$ cat config.mk
export PLATFORM = sky130hd
export DESIGN_NAME = mem_port_arbiter
export DESIGN_NICKNAME = d
export VERILOG_FILES = /design/src/rtl/mem_port_arbiter.sv
export SDC_FILE = /design/constraint.sdc
export NUM_CORES = 1
export LEC_CHECK = 0
export ABC_AREA = 1
export ABC_CLOCK_PERIOD_IN_PS = 2200
export CORE_UTILIZATION = 43
export CTS_CLUSTER_SIZE = 8
export DETAILED_ROUTE_END_ITERATION = 12
export PLACE_DENSITY = 0.91
export SKIP_CTS_REPAIR_TIMING = 1
export SYNTH_ARGS = -nofsm -noshare
export SYNTH_HDL_FRONTEND = slang
export SYNTH_SLANG_ARGS = --single-unit
$ cat constraint.sdc
create_clock -name iCLK -period 2.2 [get_ports iCLK]
set_input_delay 0.44 -clock iCLK [delete_from_list [all_inputs] [get_ports iCLK]]
set_output_delay 0.44 -clock iCLK [all_outputs]
set_load 0.01 [all_outputs]
$ cat src/rtl/mem_port_arbiter.sv
`default_nettype none
// ============================================================================
// Module   : mem_port_arbiter
// Purpose  : Shares one single-port synchronous memory between an instruction
//            read port and a data read/write port with alternating priority.
// Revision : 1.0 - initial release
// ============================================================================
module mem_port_arbiter #(
    parameter int   ADDR_W  = 32,
    parameter int   DATA_W  = 32,
    parameter logic D_FIRST = 1'b1
) (
    input  logic                  iCLK,
    input  logic                  iRST,
    input  logic                  iIReadEnable,
    input  logic [ADDR_W-1:0]     iIAddress,
    output logic [DATA_W-1:0]     oIReadData,
    output logic                  oIReady,
    input  logic                  iDReadEnable,
    input  logic                  iDWriteEnable,
    input  logic [DATA_W/8-1:0]   iDByteEnable,
    input  logic [ADDR_W-1:0]     iDAddress,
    input  logic [DATA_W-1:0]     iDWriteData,
    output logic [DATA_W-1:0]     oDReadData,
    output logic                  oDReady,
    output logic                  oMReadEnable,
    output logic                  oMWriteEnable,
    output logic [DATA_W/8-1:0]   oMByteEnable,
    output logic [ADDR_W-1:0]     oMAddress,
    output logic [DATA_W-1:0]     oMWriteData,
    input  logic [DATA_W-1:0]     iMReadData
);

    localparam int               BE_W     = DATA_W / 8;
    localparam logic [BE_W-1:0]  BE_ALL   = '1;
    localparam logic [1:0]       ST_IDLE  = 2'd0;
    localparam logic [1:0]       ST_ISSUE = 2'd1;
    localparam logic [1:0]       ST_RESP  = 2'd2;
    localparam logic             OWN_I    = 1'b0;
    localparam logic             OWN_D    = 1'b1;

    logic [1:0]        state_q, state_d;
    // owner only changes on a grant, so it also serves as the previous owner
    logic              owner_q, owner_d;
    logic              hist_q, hist_d;
    logic              wr_q, wr_d;
    logic              m_re_q, m_re_d;
    logic              m_we_q, m_we_d;
    logic [BE_W-1:0]   m_be_q, m_be_d;
    logic [ADDR_W-1:0] m_addr_q, m_addr_d;
    logic [DATA_W-1:0] m_wdata_q, m_wdata_d;
    logic [DATA_W-1:0] i_hold_q, i_hold_d;
    logic [DATA_W-1:0] d_hold_q, d_hold_d;
    logic              i_pend, d_pend, grant, winner;

    always_ff @(posedge iCLK or negedge iRST) begin
        if (!iRST) begin
            state_q   <= ST_IDLE;
            owner_q   <= OWN_I;
            hist_q    <= 1'b0;
            wr_q      <= 1'b0;
            m_re_q    <= 1'b0;
            m_we_q    <= 1'b0;
            m_be_q    <= '0;
            m_addr_q  <= '0;
            m_wdata_q <= '0;
            i_hold_q  <= '0;
            d_hold_q  <= '0;
        end else begin
            state_q   <= state_d;
            owner_q   <= owner_d;
            hist_q    <= hist_d;
            wr_q      <= wr_d;
            m_re_q    <= m_re_d;
            m_we_q    <= m_we_d;
            m_be_q    <= m_be_d;
            m_addr_q  <= m_addr_d;
            m_wdata_q <= m_wdata_d;
            i_hold_q  <= i_hold_d;
            d_hold_q  <= d_hold_d;
        end
    end

    always_comb begin
        i_pend    = iIReadEnable;
        d_pend    = iDReadEnable | iDWriteEnable;
        grant     = 1'b0;
        winner    = OWN_I;
        state_d   = state_q;
        owner_d   = owner_q;
        hist_d    = hist_q;
        wr_d      = wr_q;
        m_re_d    = 1'b0;
        m_we_d    = 1'b0;
        m_be_d    = m_be_q;
        m_addr_d  = m_addr_q;
        m_wdata_d = m_wdata_q;
        i_hold_d  = i_hold_q;
        d_hold_d  = d_hold_q;

        case (state_q)
            ST_IDLE: begin
                if (i_pend && d_pend) begin
                    grant  = 1'b1;
                    winner = hist_q ? ~owner_q : D_FIRST;
                end else if (d_pend || i_pend) begin
                    grant  = 1'b1;
                    winner = d_pend ? OWN_D : OWN_I;
                end
            end
            ST_ISSUE: state_d = ST_RESP;
            ST_RESP: begin
                // the owner's request is still asserted here; only the other side may be granted
                if (owner_q == OWN_D && i_pend) begin
                    grant  = 1'b1;
                    winner = OWN_I;
                end else if (owner_q == OWN_I && d_pend) begin
                    grant  = 1'b1;
                    winner = OWN_D;
                end
                if (!wr_q) begin
                    if (owner_q == OWN_D) d_hold_d = iMReadData;
                    else                  i_hold_d = iMReadData;
                end
            end
            default: state_d = ST_IDLE;
        endcase

        if (state_q != ST_ISSUE) state_d = grant ? ST_ISSUE : ST_IDLE;

        if (grant) begin
            owner_d = winner;
            hist_d  = 1'b1;
            if (winner == OWN_D) begin
                wr_d      = iDWriteEnable;
                m_we_d    = iDWriteEnable;
                m_re_d    = ~iDWriteEnable;
                m_be_d    = iDWriteEnable ? iDByteEnable : BE_ALL;
                m_addr_d  = iDAddress;
                m_wdata_d = iDWriteData;
            end else begin
                wr_d      = 1'b0;
                m_re_d    = 1'b1;
                m_be_d    = BE_ALL;
                m_addr_d  = iIAddress;
            end
        end
    end

    always_comb begin
        oIReady       = (state_q == ST_RESP) && (owner_q == OWN_I);
        oDReady       = (state_q == ST_RESP) && (owner_q == OWN_D);
        oIReadData    = (oIReady && !wr_q) ? iMReadData : i_hold_q;
        oDReadData    = (oDReady && !wr_q) ? iMReadData : d_hold_q;
        oMReadEnable  = m_re_q;
        oMWriteEnable = m_we_q;
        oMByteEnable  = m_be_q;
        oMAddress     = m_addr_q;
        oMWriteData   = m_wdata_q;
    end

endmodule
`default_nettype wire

==> flow_summary.ini, run 1 <==
[run_status]
outcome = finished with violations
violations = setup timing

[min_path]
hold_path.class = reg2reg
holdPathStages = 1

[power_and_ir_drop]
p_leak_nw = 5.30
p_seq_frac = 0.291
clkPwrFrac = 0.192
p_sw_mw = 6.10
swShare = 0.392
vdd_drop_max_mv = 0.872
intPower_mw = 9.47
p_total_mw = 15.6
pwr-share-comb = 0.517
p_per_area_nw_per_um2 = 1520

[global_routing]
grt_pass1_wl_um = 28300
antenna_found_initial = 0
grt-ovfl-total = 0
grtUsageTotal = 0.248
grt_pass1_vias = 5926
grt_max_degree = 63

[route]
wl_per_cell_um = 16.1
first_pass_iters = 5
routed_via_density = 5.12
wl_um = 20200
drtIter0Drc = 426
vias = 6443
drc = 0
ant_nets = 0

[synth]
syn_inst = 780
synth_cell_types = 15
syn_avg_cell_area_um2 = 8.00
yosysSeqAreaShare = 0.558
mappedNetlistArea_um2 = 6240
yosysWarningCount = 0
synth_nets = 917
ys_ff_latch = 139

[place]
dp_hpwl_um = 12600
place_area_um2 = 9250
io_buffers = 272
gp_congestion = 0.771

[worst_setup_path]
crit_buf_inv = 4
cpMaxStageDelayCell = dfrtp_1
crit_cells = 7
criticalPathCategory = reg2out
cp-end-kind = primary output
path_max_fanout = 8
crit_path_start_kind = flop
slowest_delay_ns = 0.41
critPathTopFamily = buffers and inverters
crit_required_ns = 1.76
crit_chain = nor2_4 -> nand2_4 -> buf_6 -> buf_8 -> clkbuf_16 -> o21ai_2 -> buf_2
crit_arrival_ns = 1.88
rr_worst_depth = 9

[floorplanning]
die_h_um = 122
rows = 43
start_util = 0.444
die_area_um2 = 15000
io_pins = 273
core_area_um2 = 14000
die-width_um = 122

[clocking]
cts_buffers = 17
clk_path_buf_depth = 2
clk_latency_ns = 0.42
root_buffer = clkbuf_16
cts.reportedPaths.clkPinSlew_ns = 0.06
htree_levels = 4
clock-sinks = 139
tritoncts = done

[sta]
tightest_slew_ns = 0.444
fmax_mhz = 431
rsz0062_at_grt = yes
finalSetupViolCount = 31
min_period_ns = 2.32
hold_slack_ns = 0.469
fin_crit_sh = 1.06
maxSlewHeadroom = 0.704
fin_ws_ns = -0.122
setup_tns_ns = -2.61
maxSlewViolCount = 0
hold_viol_final = 0
finalClockSkew_ns = 0.00791

[final_layout]
final_common_cell = clkdlybuf4s50_1
fin_nets = 1202
finalCoreUtilization = 0.729
fin_area_um2 = 10200
drive_above_1_share = 0.181
num_antenna_cells = 0
final_cell_mix = clkdlybuf4s50_1 (205), nand2_1 (202), dfrtp_1 (139)
syn_to_final_growth_pct = 64.1

[run]
maxCapViolations = 0
power by group through the flow:
| stage | logic [mW] | registers [mW] | clock network, mW |
|---|---|---|---|
| 2_1_floorplan | 3.39 | 4.63 | 0 |
| 3_3_place_gp | 7.53 | 4.35 | 0 |
| 3_5_place_dp | 7.78 | 4.41 | 0 |
| 4_1_cts | 7.85 | 4.40 | 3.00 |
| 5_1_grt | 8.79 | 4.65 | 3.14 |
| 6_report | 8.05 | 4.53 | 2.98 |
metal layers:
metal,vias to the layer above,wire length [µm],GRT usage,part of all wire
met5,-,0,0,0
met4,0,633,0.119,0.031
met3,55,1800,0.0841,0.089
met2,325,10200,0.431,0.51
met1,3039,7580,0.271,0.37
li1,3024,-,-,-
metrics by stage:
| step | cells | setup slack, ns |
|---|---|---|
| detailed placement | 1208 | -0.0521 |
| global route | 1258 | -0.191 |
| floorplan | 780 | 0.468 |
| finish | 1258 | -0.122 |
| CTS | 1240 | -0.503 |
| global placement | 1208 | -0.0489 |
Yosys cell counts:
cell      count  share of area
buf_4         4         0.0048
clkbuf_1     19          0.011
buf_6         2         0.0036
o21ai_0     129           0.10
o21ai_1       1        0.00080
nand3_1     100          0.080
or2_2         1         0.0010
buf_1         2         0.0012
dfrtp_1     139           0.56
nand2_1     235           0.14
nor2_1       20          0.012
inv_1       107          0.064
nand2_2       1         0.0010
buf_2        19          0.015
nor2_4        1         0.0018
layout make-up:
type / instances / area (µm²)
Fill cell: 952 / 3800
Sequential cell: 139 / 3480
Timing Repair Buffer: 312 / 3080
Multi-Input combinational cell: 488 / 2430
Clock buffer: 22 / 484
Inverter: 107 / 402
Tap cell: 180 / 225
Clock inverter: 10 / 136
kinds of logic (layout without fill, tap and decap cells):
logic type      count (synthesis)  in the layout  share of synthesized area
buf+inv                       153            451                      0.101
compound gates                130            130                      0.104
flops                         139            139                      0.558
simple gates                  358            358                      0.237
path summary, 6_finish.rpt:
path                            startpoint  slack [ns]         endpoint
worst max-delay path            state_q[0]       -0.12   oDReadData[16]
worst max register to register     owner_q        0.34  oMByteEnable[3]
max in group asynchronous             iRST        1.01     d_hold_q[24]
worst min register to register  state_q[1]        0.47       state_q[1]
worst min-delay path            state_q[1]        0.47       state_q[1]
min in group asynchronous             iRST        0.53     d_hold_q[10]
registers in the layout (all words and copies together), names as in the netlist, 2 cells and up:
| register | flops |
|---|---|
| oMAddress | 32 |
| i_hold_q | 32 |
| oMByteEnable | 4 |
| d_hold_q | 32 |
| state_q | 2 |
| oMWriteData | 32 |
(Power assumes the default switching activity.)
==> run 2: changes to the inputs <==
--- a/config.mk
+++ b/config.mk
@@ -10,7 +10,8 @@
 export CORE_UTILIZATION = 43
 export CTS_CLUSTER_SIZE = 8
 export DETAILED_ROUTE_END_ITERATION = 12
-export PLACE_DENSITY = 0.91
+export DONT_BUFFER_PORTS = 1
+export PLACE_DENSITY = 0.56
 export SKIP_CTS_REPAIR_TIMING = 1
 export SYNTH_ARGS = -nofsm -noshare
 export SYNTH_HDL_FRONTEND = slang
==> run 2 against run 1 <==
Compared with the run above:
- sequential power up 6.8%
- the run ends with hold timing left
- flip-flop and latch count is the same
- cell count down 24%
- utilization down 20 points
- via count is 21% lower
- hold slack got worse by 0.75 ns
- die area unchanged
- total power shrank 18%
- clock power is 6.7% higher
- routed wire length is 21% lower
- largest power group is now sequential cells
- combinational power decreased by 41%
==> flow_summary.ini, run 2 (synthesized netlist as in run 1, its figures left out) <==
[run_status]
outcome = finished with violations
violations = hold timing

[final_layout]
drive_above_1_share = 0.148
final_cell_mix = nand2_1 (230), dfrtp_1 (138), inv_1 (107)
final_common_cell = nand2_1
syn_to_final_growth_pct = 18.4
fin_nets = 906
fin_area_um2 = 7380
num_antenna_cells = 0

[sta]
maxSlewViolCount = 0
fin_ws_ns = 0.0797
tightest_slew_ns = 0.365
hold_slack_ns = -0.283
hold_viol_final = 139
fmax_mhz = 472
finalClockSkew_ns = 0.00969
fin_crit_sh = 0.964
maxSlewHeadroom = 0.757
rsz0062_at_grt = yes
finalSetupViolCount = 0
setup_tns_ns = 0
min_period_ns = 2.12

[place]
pre_cts_slack_ns = 0.413
dp_hpwl_um = 10300
place_area_um2 = 6380
gp_congestion = 0.814
io_buffers = 0

[power_and_ir_drop]
p_total_mw = 12.8
vdd_drop_max_mv = 0.823
p_sw_mw = 5.26
intPower_mw = 7.53
clkPwrFrac = 0.249
p_leak_nw = 3.91
p_per_area_nw_per_um2 = 1730
swShare = 0.411
pwr-share-comb = 0.373
p_seq_frac = 0.379

[worst_setup_path]
crit_required_ns = 1.76
path_max_fanout = 48
cpMaxStageDelayCell = dfrtp_1
slowest_delay_ns = 0.41
crit_path_start_kind = flop
ff2ff_setup_slack_ns = 0.62
critPathTopFamily = flip-flops
crit_arrival_ns = 1.68
crit_buf_inv = 1
criticalPathCategory = reg2out
cp-end-kind = primary output
crit_chain = nor2_4 -> nand2_4 -> clkbuf_16 -> o21ai_2

[route]
vias = 5116
first_pass_iters = 4
wl_um = 16100
routed_via_density = 5.32
drc = 0
drtIter0Drc = 295
wl_per_cell_um = 16.7
ant_nets = 0

[clocking]
tritoncts = done
htree_levels = 4
cts_buffers = 17
clk_latency_ns = 0.42
clk_path_buf_depth = 2
root_buffer = clkbuf_16
clock-sinks = 139
cts.reportedPaths.clkPinSlew_ns = 0.06

[global_routing]
grt_pass1_vias = 4512
grt_max_degree = 140
grtUsageTotal = 0.199
antenna_found_initial = 0
grt_pass1_wl_um = 22900
grt-ovfl-total = 0

[floorplanning]
die_area_um2 = 15000
io_pins = 273
die-width_um = 122
core_area_um2 = 14000
rows = 43
die_h_um = 122
start_util = 0.444

[run]
maxCapViolations = 0

[min_path]
hold_path.class = in2async
==> run 2: path summary, 6_finish.rpt <==
kind / start / end / depth (start not counted)
setup reg to reg: state_q[0] / oMAddress[31] / 7
setup / recovery: state_q[0] / oIReadData[19] / 4
min in group iCLK: iDWriteData[27] / oMWriteData[27] / 2
hold reg to reg: state_q[1] / state_q[1] / 1
hold / removal: iRST / oMWriteData[10] / 0
max in group asynchronous: iRST / oMByteEnable[3] / 0
==> run 2: power groups by stage <==
stage	clock network, mW	logic [mW]	registers [mW]
6_report	3.18	4.77	4.84
5_1_grt	3.36	5.40	4.97
4_1_cts	3.24	4.19	4.85
3_5_place_dp	0	4.20	4.87
3_3_place_gp	0	4.08	4.86
2_1_floorplan	0	3.39	4.63
==> run 2: per-layer routing <==
metal / global-route usage / share of wire / up-vias
met2: 0.315 / 0.48 / 223
met3: 0.0688 / 0.083 / 21
li1: - / - / 2455
met5: 0 / 0 / -
met4: 0.0861 / 0.020 / 0
met1: 0.247 / 0.42 / 2417
==> run 2: through the flow <==
| step | hold slack [ns] | util | cells |
|---|---|---|---|
| 2_1_floorplan | 0.144 | - | 780 |
| 3_3_place_gp | 0.147 | 0.454 | 926 |
| 3_5_place_dp | 0.147 | 0.454 | 926 |
| 4_1_cts | -0.305 | 0.501 | 958 |
| 5_1_grt | -0.310 | 0.526 | 962 |
| 6_report | -0.283 | 0.526 | 962 |
==> run 2: area by class of cell <==
type | instances | area (µm²)
Inverter | 107 | 402
Tap cell | 180 | 225
Sequential cell | 139 | 3480
Fill cell | 1328 | 6660
Clock inverter | 11 | 218
Multi-Input combinational cell | 488 | 2390
Timing Repair Buffer | 16 | 229
Clock buffer | 21 | 440
==> run 3: changes to the inputs <==
--- a/config.mk
+++ b/config.mk
@@ -8,11 +8,13 @@
 export ABC_AREA = 1
 export ABC_CLOCK_PERIOD_IN_PS = 2200
 export CORE_UTILIZATION = 43
+export CTS_BUF_LIST = sky130_fd_sc_hd__clkbuf_4 sky130_fd_sc_hd__clkbuf_8 sky130_fd_sc_hd__clkbuf_16
 export CTS_CLUSTER_SIZE = 8
 export DETAILED_ROUTE_END_ITERATION = 12
 export DONT_BUFFER_PORTS = 1
 export PLACE_DENSITY = 0.56
 export SKIP_CTS_REPAIR_TIMING = 1
+export SLEW_MARGIN = 5
 export SYNTH_ARGS = -nofsm -noshare
 export SYNTH_HDL_FRONTEND = slang
 export SYNTH_SLANG_ARGS = --single-unit
==> run 3 against run 2 <==
Compared with the run above:
- the run still ends with hold timing left
- cell count stayed put
- clock power up 2%
- via count hardly changed
- register-to-register slack about the same
- total power grew 0.30%
- setup slack got worse by 0.0083 ns
- sequential power hardly changed
- non-clock buffer count stayed put
- utilization is essentially flat
- first-iteration DRC count grew 17%
- routed wire length shrank 0.25%
- critical path type unchanged
- largest cell class unchanged
==> flow_summary.ini, run 3 (synthesized netlist as in run 1, its figures left out) <==
[run_status]
outcome = finished with violations
violations = hold timing

[place]
dp_cells = 926
gp_congestion = 0.814
pre_cts_slack_ns = 0.413
dp_hpwl_um = 10300
place_area_um2 = 6380
io_buffers = 0

[worst_setup_path]
crit_arrival_ns = 1.69
ff2ff_setup_slack_ns = 0.62
crit_chain = nor2_4 -> nand2_4 -> buf_16 -> o21ai_1
cpMaxStageDelayCell = dfrtp_1
crit_buf_inv = 1
cp-end-kind = primary output
crit_path_start_kind = flop
path_max_fanout = 48
rr_worst_depth = 7
crit_required_ns = 1.76
slowest_delay_ns = 0.42
critPathTopFamily = flip-flops
timing.rr.end = oMAddress[31]
r2r-start = state_q[0]
criticalPathCategory = reg2out

[sta]
finalClockSkew_ns = 0.0112
hold_slack_ns = -0.284
min_period_ns = 2.13
tightest_slew_ns = 0.373
maxSlewViolCount = 0
fmax_mhz = 470
fin_crit_sh = 0.968
maxSlewHeadroom = 0.752
finalSetupViolCount = 0
fin_ws_ns = 0.0714
hold_viol_final = 139

[route]
ant_nets = 0
drtIter0Drc = 344
vias = 5121
wl_per_cell_um = 16.7
routed_via_density = 5.32
drc = 0
wl_um = 16100
first_pass_iters = 5

[final_layout]
fin_nets = 906
num_antenna_cells = 0
syn_to_final_growth_pct = 18.4
final_common_cell = nand2_1
finalNonFillerCells = 962
multi_input_area_um2 = 2380
finalCoreUtilization = 0.526
drive_above_1_share = 0.150
fillers = 1319
seqCellArea_um2 = 3480
final_cell_mix = nand2_1 (230), dfrtp_1 (138), inv_1 (107)
fin_area_um2 = 7390

[clocking]
root_buffer = clkbuf_16
cts_buffers = 17
htree_levels = 4
cts.reportedPaths.clkPinSlew_ns = 0.06
clock-sinks = 139
tritoncts = done
clk_path_buf_depth = 2
clk_latency_ns = 0.42

[floorplanning]
core_area_um2 = 14000
die_h_um = 122
die-width_um = 122
io_pins = 273
die_area_um2 = 15000
start_util = 0.444
rows = 43

[global_routing]
antenna_found_initial = 0
grt_pass1_wl_um = 22900
grt_max_degree = 140
grt-ovfl-total = 0
grtUsageTotal = 0.199
grt_pass1_vias = 4539

[power_and_ir_drop]
p_leak_nw = 3.92
p_per_area_nw_per_um2 = 1740
vdd_drop_max_mv = 0.825

[min_path]
hold_path.class = in2async

[run]
maxCapViolations = 0
-- run 3: cell counts in the layout (fill, tap and decap cells not counted) --
Identical to the previous run, type by type.
-- run 3: routing by layer --
metal,vias up,wire [µm],track usage
met4,0,268,0.0884
met2,219,7740,0.316
li1,2454,-,-
met5,-,0,0
met3,21,1240,0.0660
met1,2427,6810,0.247
-- run 3: area by class of cell --
type / count / area share
Clock inverter: 11 / 0.0295
Clock buffer: 21 / 0.0617
Timing Repair Buffer: 16 / 0.0310
Inverter: 107 / 0.0544
Multi-Input combinational cell: 488 / 0.322
Sequential cell: 139 / 0.471
Tap cell: 180 / 0.0305
-- run 3: where the power goes --
group          total, mW  leakage [nW]  internal (mW)  switching [mW]
clock network       3.23         0.325           2.18            1.06
registers           4.84          1.68           3.85           0.991
logic               4.75          1.91           1.54            3.20
total               12.8          3.92           7.57            5.25
-- run 3: worst max path at each step --
stage | startpoint | endpoint | slack, ns | cells after the start
floorplan | state_q[0] | oDReadData[21] | 0.47 | 5
detailed placement | owner_q | oDReadData[2] | 0.41 | 5
global route | state_q[1] | oIReadData[31] | -0.004 | 5
global placement | owner_q | oDReadData[1] | 0.48 | 6
finish | state_q[0] | oIReadData[31] | 0.07 | 4
CTS | owner_q | oDReadData[2] | -0.05 | 5
-- run 3: stage by stage --
stage / hold WS (ns) / setup TNS [ns] / total power, mW
floorplan: 0.144 / 0 / 8.03
global placement: 0.147 / 0 / 8.94
detailed placement: 0.147 / 0 / 9.07
CTS: -0.302 / -0.342 / 12.3
global route: -0.316 / -0.00974 / 13.8
finish: -0.284 / 0 / 12.8
